## src/rtl/instr_register_ctrl.sv

```systemverilog
// Queue controller for a 32-entry instruction register: round-robin intake from two
// requesters, a one-cycle registered write port, and a valid/ready pop port.
package instr_register_pkg;
    typedef enum logic [2:0] {
        ZERO  = 3'd0,
        PASSA = 3'd1,
        PASSB = 3'd2,
        ADD   = 3'd3,
        SUB   = 3'd4,
        MULT  = 3'd5,
        DIV   = 3'd6,
        MOD   = 3'd7
    } opcode_t;

    typedef logic signed [31:0] operand_t;
    typedef logic signed [63:0] result_t;
    typedef logic [4:0]         address_t;

    typedef struct packed {
        opcode_t  opc;
        operand_t op_a;
        operand_t op_b;
        result_t  rez_t;
    } instruction_t;
endpackage

module instr_register_ctrl
    import instr_register_pkg::*;
(
    input  logic         clk,
    input  logic         reset_n,
    input  logic         req0_valid,
    input  logic         req1_valid,
    output logic         req0_ready,
    output logic         req1_ready,
    input  opcode_t      req0_opcode,
    input  operand_t     req0_op_a,
    input  operand_t     req0_op_b,
    input  opcode_t      req1_opcode,
    input  operand_t     req1_op_a,
    input  operand_t     req1_op_b,
    output logic         load_en,
    output address_t     write_pointer,
    output opcode_t      opcode,
    output operand_t     operand_a,
    output operand_t     operand_b,
    output address_t     read_pointer,
    input  instruction_t instruction_word,
    output logic         rd_valid,
    input  logic         rd_ready,
    output instruction_t rd_instr,
    input  logic         flush,
    output logic [5:0]   count,
    output logic         full,
    output logic         empty
);

    localparam logic [5:0] DEPTH = 6'd32;

    address_t   head_q, head_d, tail_q, tail_d, wp_q, wp_d;
    logic [5:0] count_q, count_d, alloc_q, alloc_d;
    logic       prio_q, prio_d;          // 0: req0 wins a tie, 1: req1 wins
    logic       load_en_q, load_en_d;
    opcode_t    opc_q, opc_d;
    operand_t   opa_q, opa_d, opb_q, opb_d;

    logic grant0_s, grant1_s, can_accept_s, accept_s, rd_valid_s, pop_s;

    // Arbitration and handshake qualifiers; handshakes are suppressed while in reset.
    always_comb begin
        grant0_s     = req0_valid && (!req1_valid || !prio_q);
        grant1_s     = req1_valid && (!req0_valid || prio_q);
        can_accept_s = reset_n && !flush && (alloc_q < DEPTH);
        req0_ready   = can_accept_s && grant0_s;
        req1_ready   = can_accept_s && grant1_s;
        accept_s     = (req0_valid && req0_ready) || (req1_valid && req1_ready);
        rd_valid_s   = reset_n && !flush && (count_q != 6'd0);
        pop_s        = rd_valid_s && rd_ready;
    end

    // Next-state: pointers, occupancy and the registered write port.
    always_comb begin
        head_d    = head_q;
        tail_d    = tail_q;
        count_d   = count_q;
        alloc_d   = alloc_q;
        prio_d    = prio_q;
        load_en_d = 1'b0;
        wp_d      = wp_q;
        opc_d     = opc_q;
        opa_d     = opa_q;
        opb_d     = opb_q;
        if (flush) begin
            head_d  = 5'd0;
            tail_d  = 5'd0;
            count_d = 6'd0;
            alloc_d = 6'd0;
        end else begin
            if (accept_s) begin
                load_en_d = 1'b1;
                wp_d      = tail_q;
                tail_d    = tail_q + 5'd1;
                prio_d    = grant0_s;
                if (grant0_s) begin
                    opc_d = req0_opcode;
                    opa_d = req0_op_a;
                    opb_d = req0_op_b;
                end else begin
                    opc_d = req1_opcode;
                    opa_d = req1_op_a;
                    opb_d = req1_op_b;
                end
            end else begin
                prio_d = prio_q;
            end
            if (pop_s) begin
                head_d = head_q + 5'd1;
            end else begin
                head_d = head_q;
            end
            // An entry becomes visible to the reader only once its write lands.
            count_d = count_q + {5'd0, load_en_q} - {5'd0, pop_s};
            alloc_d = alloc_q + {5'd0, accept_s}  - {5'd0, pop_s};
        end
    end

    // State registers.
    always_ff @(posedge clk or negedge reset_n) begin
        if (!reset_n) begin
            head_q    <= 5'd0;
            tail_q    <= 5'd0;
            count_q   <= 6'd0;
            alloc_q   <= 6'd0;
            prio_q    <= 1'b0;
            load_en_q <= 1'b0;
            wp_q      <= 5'd0;
            opc_q     <= ZERO;
            opa_q     <= 32'sd0;
            opb_q     <= 32'sd0;
        end else begin
            head_q    <= head_d;
            tail_q    <= tail_d;
            count_q   <= count_d;
            alloc_q   <= alloc_d;
            prio_q    <= prio_d;
            load_en_q <= load_en_d;
            wp_q      <= wp_d;
            opc_q     <= opc_d;
            opa_q     <= opa_d;
            opb_q     <= opb_d;
        end
    end

    // Output mapping.
    always_comb begin
        load_en       = load_en_q;
        write_pointer = wp_q;
        opcode        = opc_q;
        operand_a     = opa_q;
        operand_b     = opb_q;
        read_pointer  = head_q;
        rd_valid      = rd_valid_s;
        rd_instr      = instruction_word;
        count         = count_q;
        full          = (alloc_q == DEPTH);
        empty         = (count_q == 6'd0);
    end

endmodule

```

## config.mk

```make
export PLATFORM = sky130hd
export DESIGN_NAME = instr_register_ctrl
export DESIGN_NICKNAME = d
export VERILOG_FILES = /design/src/rtl/instr_register_ctrl.sv
export SDC_FILE = /design/constraint.sdc
export NUM_CORES = 1
export LEC_CHECK = 0
export BUFFER_PORTS_ARGS = -buffer_cell sky130_fd_sc_hd__buf_2
export CORE_AREA = 5 5 190 192
export DETAILED_ROUTE_END_ITERATION = 8
export DIE_AREA = 0 0 195 197
export PLACE_DENSITY = 0.47
export SETUP_SLACK_MARGIN = 0.02
export SKIP_CTS_REPAIR_TIMING = 1
export SKIP_LAST_GASP = 1
export SLEW_MARGIN = 25
export SYNTH_ARGS = -nofsm -noshare
export SYNTH_HDL_FRONTEND = slang
export SYNTH_SLANG_ARGS = --single-unit
export TNS_END_PERCENT = 5
```

## constraint.sdc

```tcl
create_clock -name clk -period 3.8 [get_ports clk]
set_input_delay 0 -clock clk [delete_from_list [all_inputs] [get_ports clk]]
set_output_delay 0 -clock clk [all_outputs]
set_load 0.03 [all_outputs]
```

==> out/qor.txt, run 1 <==
status -> finished, final reports clean
CTS buffer count -> 9
Root Driver -> clkbuf_16
Synthesis Warnings -> 0
Clock Skews -> 9.405 ps
Via Count -> 4,113
power share of the combinational group -> 0.506
nets -> 927
detailed-router iteration count before antenna repair -> 4
leakage -> 3.388 nW
DRT iter0 DRCs -> 95
Req. time, crit path -> 4100 ps
crit path buf inv count -> 5
RSZ-0062 raised after global routing -> false
crit end category -> flip-flop
first-pass GRT wire length -> 26.76 mm
worst-margin pin slew -> 704.1 ps
Setup TNS Final -> 0 ps
asr flop ratio synth -> 1.000
fin worst setup slack -> 733.8 ps
die area -> 38,420 um2
#FFs+latches synth -> 96
crit path kind -> input pin to flip-flop
crit path cell chain -> dlygate4sd3_1, buf_4, buf_4, buf_4, nor3b_1, a21oi_1, a31oi_1, dlygate4sd3_1
H-Tree Depth -> 3
number of remaining DRC errors -> 0
CP top delay family -> buffers and inverters
cell area power density -> 723.1 nW/um2
Main synth FF type -> dfrtp_1
FMAX -> 0.3261 GHz
Synth Cell Area -> 6145 um2
Startpoint Class -> input pin
clock sink count -> 96
Net Sw Frac -> 0.4272
Final Hold Viols -> 0
Clock power frac -> 0.177
Mapped Nets -> 807
core box area -> 34,200 um2
Seq/Total Area, Yosys -> 0.3910
R2R setup slack -> 1010 ps
number of port buffers -> 228
initial antenna violation count -> 0
Crit path top cell by count -> buf_4
Synth Instances -> 517
RR Endpoint -> alloc_q[4]
Seq pwr share -> 0.317
Levels on crit path -> 8
Tot GR Track Use -> 0.09099
FF-to-FF Start -> count[3]
slowest CP cell -> buf_4
IO Pins -> 491
internal power -> 3.029 mW
layout cell share with drive strength beyond 1 -> 0.5728
HP Start -> instruction_word[126]
number of global-route vias before repair -> 4,314
Worst Reg2Reg Path Length in Cells -> 11
register area -> 2402 um2
Die Width -> 195 um
CP arrival -> 3360 ps
dpl hpwl -> 14.53 mm
Worst Setup SP -> reset_n
die height -> 197 um
fin crit share -> 0.8069
Hold Slack -> 0.01163 ps
fin crit period -> 3066 ps
max-slew violations -> 0
max-cap violation count -> 0
library cells used by synthesis -> 45
largest net degree at the start of global routing -> 53
Place WS -> 986.0 ps
GP Congestion -> 0.7461
row count -> 68
DR WL/cell -> 16.96 um
fillers -> 3,760
Final setup viols -> 0
worst-skew pair later-pin latency -> 350 ps
syn avg cell area -> 11.89 um2
Avg Vias per Cell -> 3.756
area of the multi-input gates -> 2534 um2
maximum VDD drop -> 0.3366 mV
Antenna Nets Post-Route -> 0
Clock transition at path regs -> 70 ps
Starting Density -> 0.1797
routed wire length -> 18.57 mm
Post-synth EDFFs -> 0
Max clock buf depth -> 2
CTS tree -> yes
switching power of the nets -> 2.259 mW
crit path to -> prio_q
crit-path max cell delay -> 670 ps
Crit Path Max Fanout -> 52
total power -> 5.288 mW
Worst Hold Class -> input pin to output pin
Slew Limit Headroom -> 0.5306
area grow syn2layout -> 19.02%
grt ovf -> 0
==> worst min-delay path by stage <==
stage	to	slack, ps	cells past startpoint
after floorplan	alloc_q[0]	-300	0
after global placement	rd_instr[118]	0.2	0
final	rd_instr[126]	0.01	0
after detailed placement	rd_instr[118]	0.2	0
after global routing	rd_instr[61]	0.04	0
after CTS	operand_b[15]	-200	2
==> cell usage in the layout, fill, tap and decap left out, types with 8 or more instances in the layout <==
cell type        n
ha_1            17
dlygate4sd3_1   26
mux2_2          96
nor2b_1          8
nor2_1          13
a21oi_1          8
mux2_4          19
inv_1           16
mux2_1          28
clkbuf_16        9
dfrtp_1         96
nand2_1          8
o21ai_0          8
buf_2          227
==> power groups by stage <==
stage	sequential, mW	clock, mW	combinational (mW)
3_3_place_gp	1.71	0	2.66
5_1_grt	1.74	1.03	2.87
4_1_cts	1.69	1.00	2.69
3_5_place_dp	1.70	0	2.68
6_report	1.68	0.937	2.67
2_1_floorplan	2.48	0	1.33
==> worst register-to-register path: cells and delay by family (launching register included) <==
family | cells | cell delay (ps)
muxes | 1 | 340
buffers and inverters | 2 | 300
and+or+nand+nor | 2 | 380
xor gates and xnor gates | 1 | 160
AOI/OAI and AO/OA | 2 | 310
DFF | 1 | 400
adders and majority gates | 3 | 770
==> cells in the mapped netlist, types with 6 or more instances <==
| cell type | count | share of area |
|---|---|---|
| a21oi_1 | 8 | 0.0065 |
| buf_2 | 7 | 0.0057 |
| buf_4 | 133 | 0.16 |
| dfrtp_1 | 96 | 0.39 |
| ha_1 | 17 | 0.035 |
| inv_1 | 16 | 0.0098 |
| mux2_1 | 28 | 0.051 |
| mux2_2 | 96 | 0.18 |
| mux2_4 | 19 | 0.046 |
| nand2_1 | 8 | 0.0049 |
| nor2_1 | 13 | 0.0079 |
| nor2b_1 | 8 | 0.0081 |
| o21ai_0 | 8 | 0.0065 |
| o311ai_0 | 6 | 0.0086 |
==> per-layer routing <==
| metal | up-vias | global-route usage | share of wire |
|---|---|---|---|
| met2 | 174 | 0.1425 | 0.47 |
| li1 | 1897 | - | - |
| met4 | 0 | 0.05456 | 0.051 |
| met3 | 92 | 0.04120 | 0.10 |
| met5 | - | 0.001235 | 0 |
| met1 | 1950 | 0.1019 | 0.38 |
==> cell type report <==
| cell class | count | area share |
|---|---|---|
| Multi-Input combinational cell | 254 | 0.3465 |
| Clock inverter | 3 | 0.006159 |
| Sequential cell | 96 | 0.3285 |
| Timing Repair Buffer | 260 | 0.1998 |
| Inverter | 16 | 0.008212 |
| Clock buffer | 10 | 0.03268 |
| Antenna cell | 1 | 0.0003422 |
| Tap cell | 455 | 0.07784 |
==> state kept, by name, indices dropped and copies added (netlist names) <==
signal,cells
tail_q,5
write_pointer,5
count,6
prio_q,1
operand_a,32
read_pointer,5
load_en,1
opcode,3
operand_b,32
alloc_q,6
==> through the flow <==
| step | cell area (um2) | instances | utilization |
|---|---|---|---|
| finish | 7313 | 1095 | 0.2138 |
| global route | 7311 | 1094 | 0.2137 |
| CTS | 7051 | 1068 | 0.2061 |
| detailed placement | 6766 | 1055 | 0.1978 |
| global placement | 6766 | 1055 | 0.1978 |
| floorplan | 6145 | 517 | - |
==> logic make-up after synthesis <==
group,Yosys count,share of synthesized area
AND/OR/NAND/NOR,49,0.04622
AO/OA/AOI/OAI,38,0.04256
buffers and inverters,167,0.1979
adder cells (fa/ha/maj),19,0.04113
flip-flops,96,0.3910
XOR/XNOR,3,0.004277
multiplexers,145,0.2769
Power figures use the tool's default switching activity.
==> inputs of run 2 (changes only) <==
--- a/config.mk
+++ b/config.mk
@@ -5,11 +5,12 @@
 export SDC_FILE = /design/constraint.sdc
 export NUM_CORES = 1
 export LEC_CHECK = 0
+export ABC_AREA = 1
 export BUFFER_PORTS_ARGS = -buffer_cell sky130_fd_sc_hd__buf_2
-export CORE_AREA = 5 5 190 192
+export CORE_AREA = 5 5 187 189
 export DETAILED_ROUTE_END_ITERATION = 8
-export DIE_AREA = 0 0 195 197
-export PLACE_DENSITY = 0.47
+export DIE_AREA = 0 0 192 194
+export PLACE_DENSITY = 0.5
 export SETUP_SLACK_MARGIN = 0.02
 export SKIP_CTS_REPAIR_TIMING = 1
 export SKIP_LAST_GASP = 1
==> constraint.sdc (replaced) <==
create_clock -name clk -period 2.78 [get_ports clk]
set_input_delay 0 -clock clk [delete_from_list [all_inputs] [get_ports clk]]
set_output_delay 0 -clock clk [all_outputs]
set_load 0.03 [all_outputs]
==> run 2 against run 1 <==
  * The run now ends with hold timing left
  * Final cell count rose by 37%
  * Worst setup slack lost 450 ps
  * First-iteration DRC count grew to 2.8 times the previous value
  * Global-route usage grew 2.2 points
  * Combinational power rose by 39%
  * Worst hold slack got worse by 61 ps
  * Synthesized area is 2.3% higher
==> out/qor.txt, run 2 <==
Place WS -> 312.9 ps (-673.1 ps)
Starting Density -> 0.1898 (+0.01011)
crit path kind -> flip-flop to flip-flop
IO Pins -> 491 (unchanged)
crit end category -> flip-flop
Worst Reg2Reg Path Length in Cells -> 15 (+4)
worst-margin pin slew -> 903.7 ps (+199.6 ps)
Die Width -> 192 um (-1.5%)
violated checks -> hold timing
Req. time, crit path -> 3030 ps (-1070 ps)
grt ovf -> 0 (unchanged)
area grow syn2layout -> 29.89%
top cells by count, synth -> nand2_1 (397), buf_4 (140), dfrtp_1 (96)
Max clock buf depth -> 2 (unchanged)
maximum VDD drop -> 0.4102 mV (+22%)
max-cap violation count -> 0 (unchanged)
library cells used by synthesis -> 24 (-47%)
most frequent cells in the layout -> nand2_1 (396), buf_2 (227), dlygate4sd3_1 (100)
core box area -> 33,110 um2 (-3.2%)
top-area cell type share of the netlist area -> 0.3823 (-0.008641)
Non-Filler Instances -> 1,501 (+37%)
largest net degree at the start of global routing -> 82 (+55%)
Via Count -> 5,963 (+45%)
most common cell in the netlist -> nand2_1
leakage -> 4.644 nW (+37%)
Avg Vias per Cell -> 3.973 (+5.8%)
CP arrival -> 2750 ps (-610 ps)
first-pass GRT wire length -> 32.56 mm (+22%)
Clock transition at path regs -> 80 ps (about the same)
Crit path top cell by count -> nand2_1
number of port buffers -> 228 (unchanged)
asr flop ratio synth -> 1.000 (unchanged)
row count -> 67 (-1.5%)
Final setup viols -> 0 (unchanged)
Synth Instances -> 873 (+69%)
commonest non-fill, non-tap cell in the layout -> nand2_1
placed insts -> 1,385 (+31%)
final instance area -> 8162 um2 (+12%)
die height -> 194 um (-1.5%)
cell area power density -> 888.7 nW/um2 (+23%)
fin crit period -> 2494 ps
RSZ-0062 raised after global routing -> false
clock sink count -> 96 (unchanged)
Final Hold Viols -> 14 (+14)
number of remaining DRC errors -> 0 (unchanged)
crit path buf inv count -> 3 (-2)
cell accounting for the most synthesized area -> dfrtp_1
worst-skew pair later-pin latency -> 370 ps (+20 ps)
final core utilization -> 0.2465 (+0.03265)
status -> finished, violations left
dpl hpwl -> 16.41 mm (+13%)
slowest CP cell -> fa_1
GP Congestion -> 0.7710 (+3.3%)
detailed-router iteration count before antenna repair -> 4 (unchanged)
Mapped Nets -> 1,163 (+44%)
total power -> 7.253 mW (+37%)
R2R setup slack -> 290 ps (-720 ps)
CP top delay family -> adder cells
Seq/Total Area, Yosys -> 0.3823 (-0.008641)
routed wire length -> 22.79 mm (+23%)
DR WL/cell -> 15.18 um (-10%)
Crit Path Max Fanout -> 4 (-92%)
Setup TNS Final -> 0 ps (unchanged)
Synth area leaders -> dfrtp_1 (38%), nand2_1 (24%), buf_4 (17%)
layout cell share with drive strength beyond 1 -> 0.2469 (-0.3259)
max-slew violations -> 0 (unchanged)
H-Tree Depth -> 3 (unchanged)
Clock Skews -> 14.04 ps (+4.634 ps)
Worst Hold Class -> input pin to flip-flop
CTS tree -> yes
Post-synth EDFFs -> 0 (unchanged)
DRT iter0 DRCs -> 262 (+180%)
fin worst setup slack -> 286.1 ps (-447.7 ps)
Startpoint Class -> flip-flop
#FFs+latches synth -> 96 (unchanged)
CTS buffer count -> 9 (unchanged)
Hold Slack -> -60.82 ps (-60.83 ps)
initial antenna violation count -> 0 (unchanged)
placed inst area -> 6860 um2 (+1.4%)
Main synth FF type -> dfrtp_1
crit path cell chain -> inv_1, ha_1, nand3_1, nand3_1, inv_1, ha_1, inv_1, ha_1, fa_1, nand2_1, nand2_1, a21oi_1, nand2_1, nand2_1, nor2_1
number of global-route vias before repair -> 5,334 (+24%)
Levels on crit path -> 15 (+7)
crit-path max cell delay -> 420 ps (-250 ps)
diode count -> 0 (-1)
Antenna Nets Post-Route -> 0 (unchanged)
Synth Cell Area -> 6284 um2 (+2.3%)
Synthesis Warnings -> 0 (unchanged)
nets -> 1,338 (+44%)
die area -> 37,250 um2 (-3.0%)
Min-Delay Path Depth -> 5 (+5)
syn avg cell area -> 7.198 um2 (-39%)
Tot GR Track Use -> 0.1129 (+0.02187)
Root Driver -> clkbuf_16
Slew Limit Headroom -> 0.3975 (-0.1331)
FMAX -> 0.4010 GHz
fin crit share -> 0.8971
## run 2: changes by cell type after synthesis, moves of 8 or more
cell	previous run	this run
mux2_4	19	0
nor2_1	13	22
nand4_1	0	9
nor2b_1	8	0
mux2_1	28	0
mux2_2	96	0
nand2_1	8	397
inv_1	16	41
nand3_1	1	88
## run 2: tightest hold or removal path, cell delays in order
cell and delay [ps]:
buf_2 80, nand2_1 40, nand2_1 40, nand2_1 50, nand2_1 60
## run 2: power by group
group | switching [mW] | internal (mW)
Sequential | 0.291 | 1.94
Clock | 0.663 | 0.656
Combinational | 2.49 | 1.21
Total | 3.44 | 3.81
## run 2: layout make-up
type / count / area, um2
flip-flops and latches: 96 / 2402
well taps: 448 / 560.5
fillers: 3694 / 24950
repair buffers: 337 / 2212
multi-input cells: 562 / 2529
clock inverters: 6 / 61.31
clock buffers: 10 / 239.0
inverters: 42 / 157.7
## run 2: final timing paths
kind                                          to        startpoint
max in group asynchronous          operand_b[18]           reset_n
worst max-delay path                    count[4]          count[2]
worst max register to register          count[4]          count[2]
worst min register to register  write_pointer[3]  write_pointer[3]
min in group asynchronous               count[2]           reset_n
worst min-delay path               operand_a[16]     req0_op_a[16]
## run 2: cells by family (layout without fill, tap and decap cells)
logic type | Yosys count | count (layout) | synth area share
compound gates | 15 | 15 | 0.01493
xor+xnor | 4 | 4 | 0.005575
fa+ha+maj | 19 | 19 | 0.04022
buf+inv | 215 | 395 | 0.2184
flops | 96 | 96 | 0.3823
simple gates | 524 | 524 | 0.3385
## run 2: routing by layer
metal | GRT usage | up-vias | part of all wire
li1 | - | 2914 | -
met1 | 0.1280 | 2753 | 0.38
met2 | 0.1855 | 221 | 0.50
met3 | 0.04627 | 75 | 0.090
met4 | 0.05045 | 0 | 0.032
met5 | 0 | - | 0
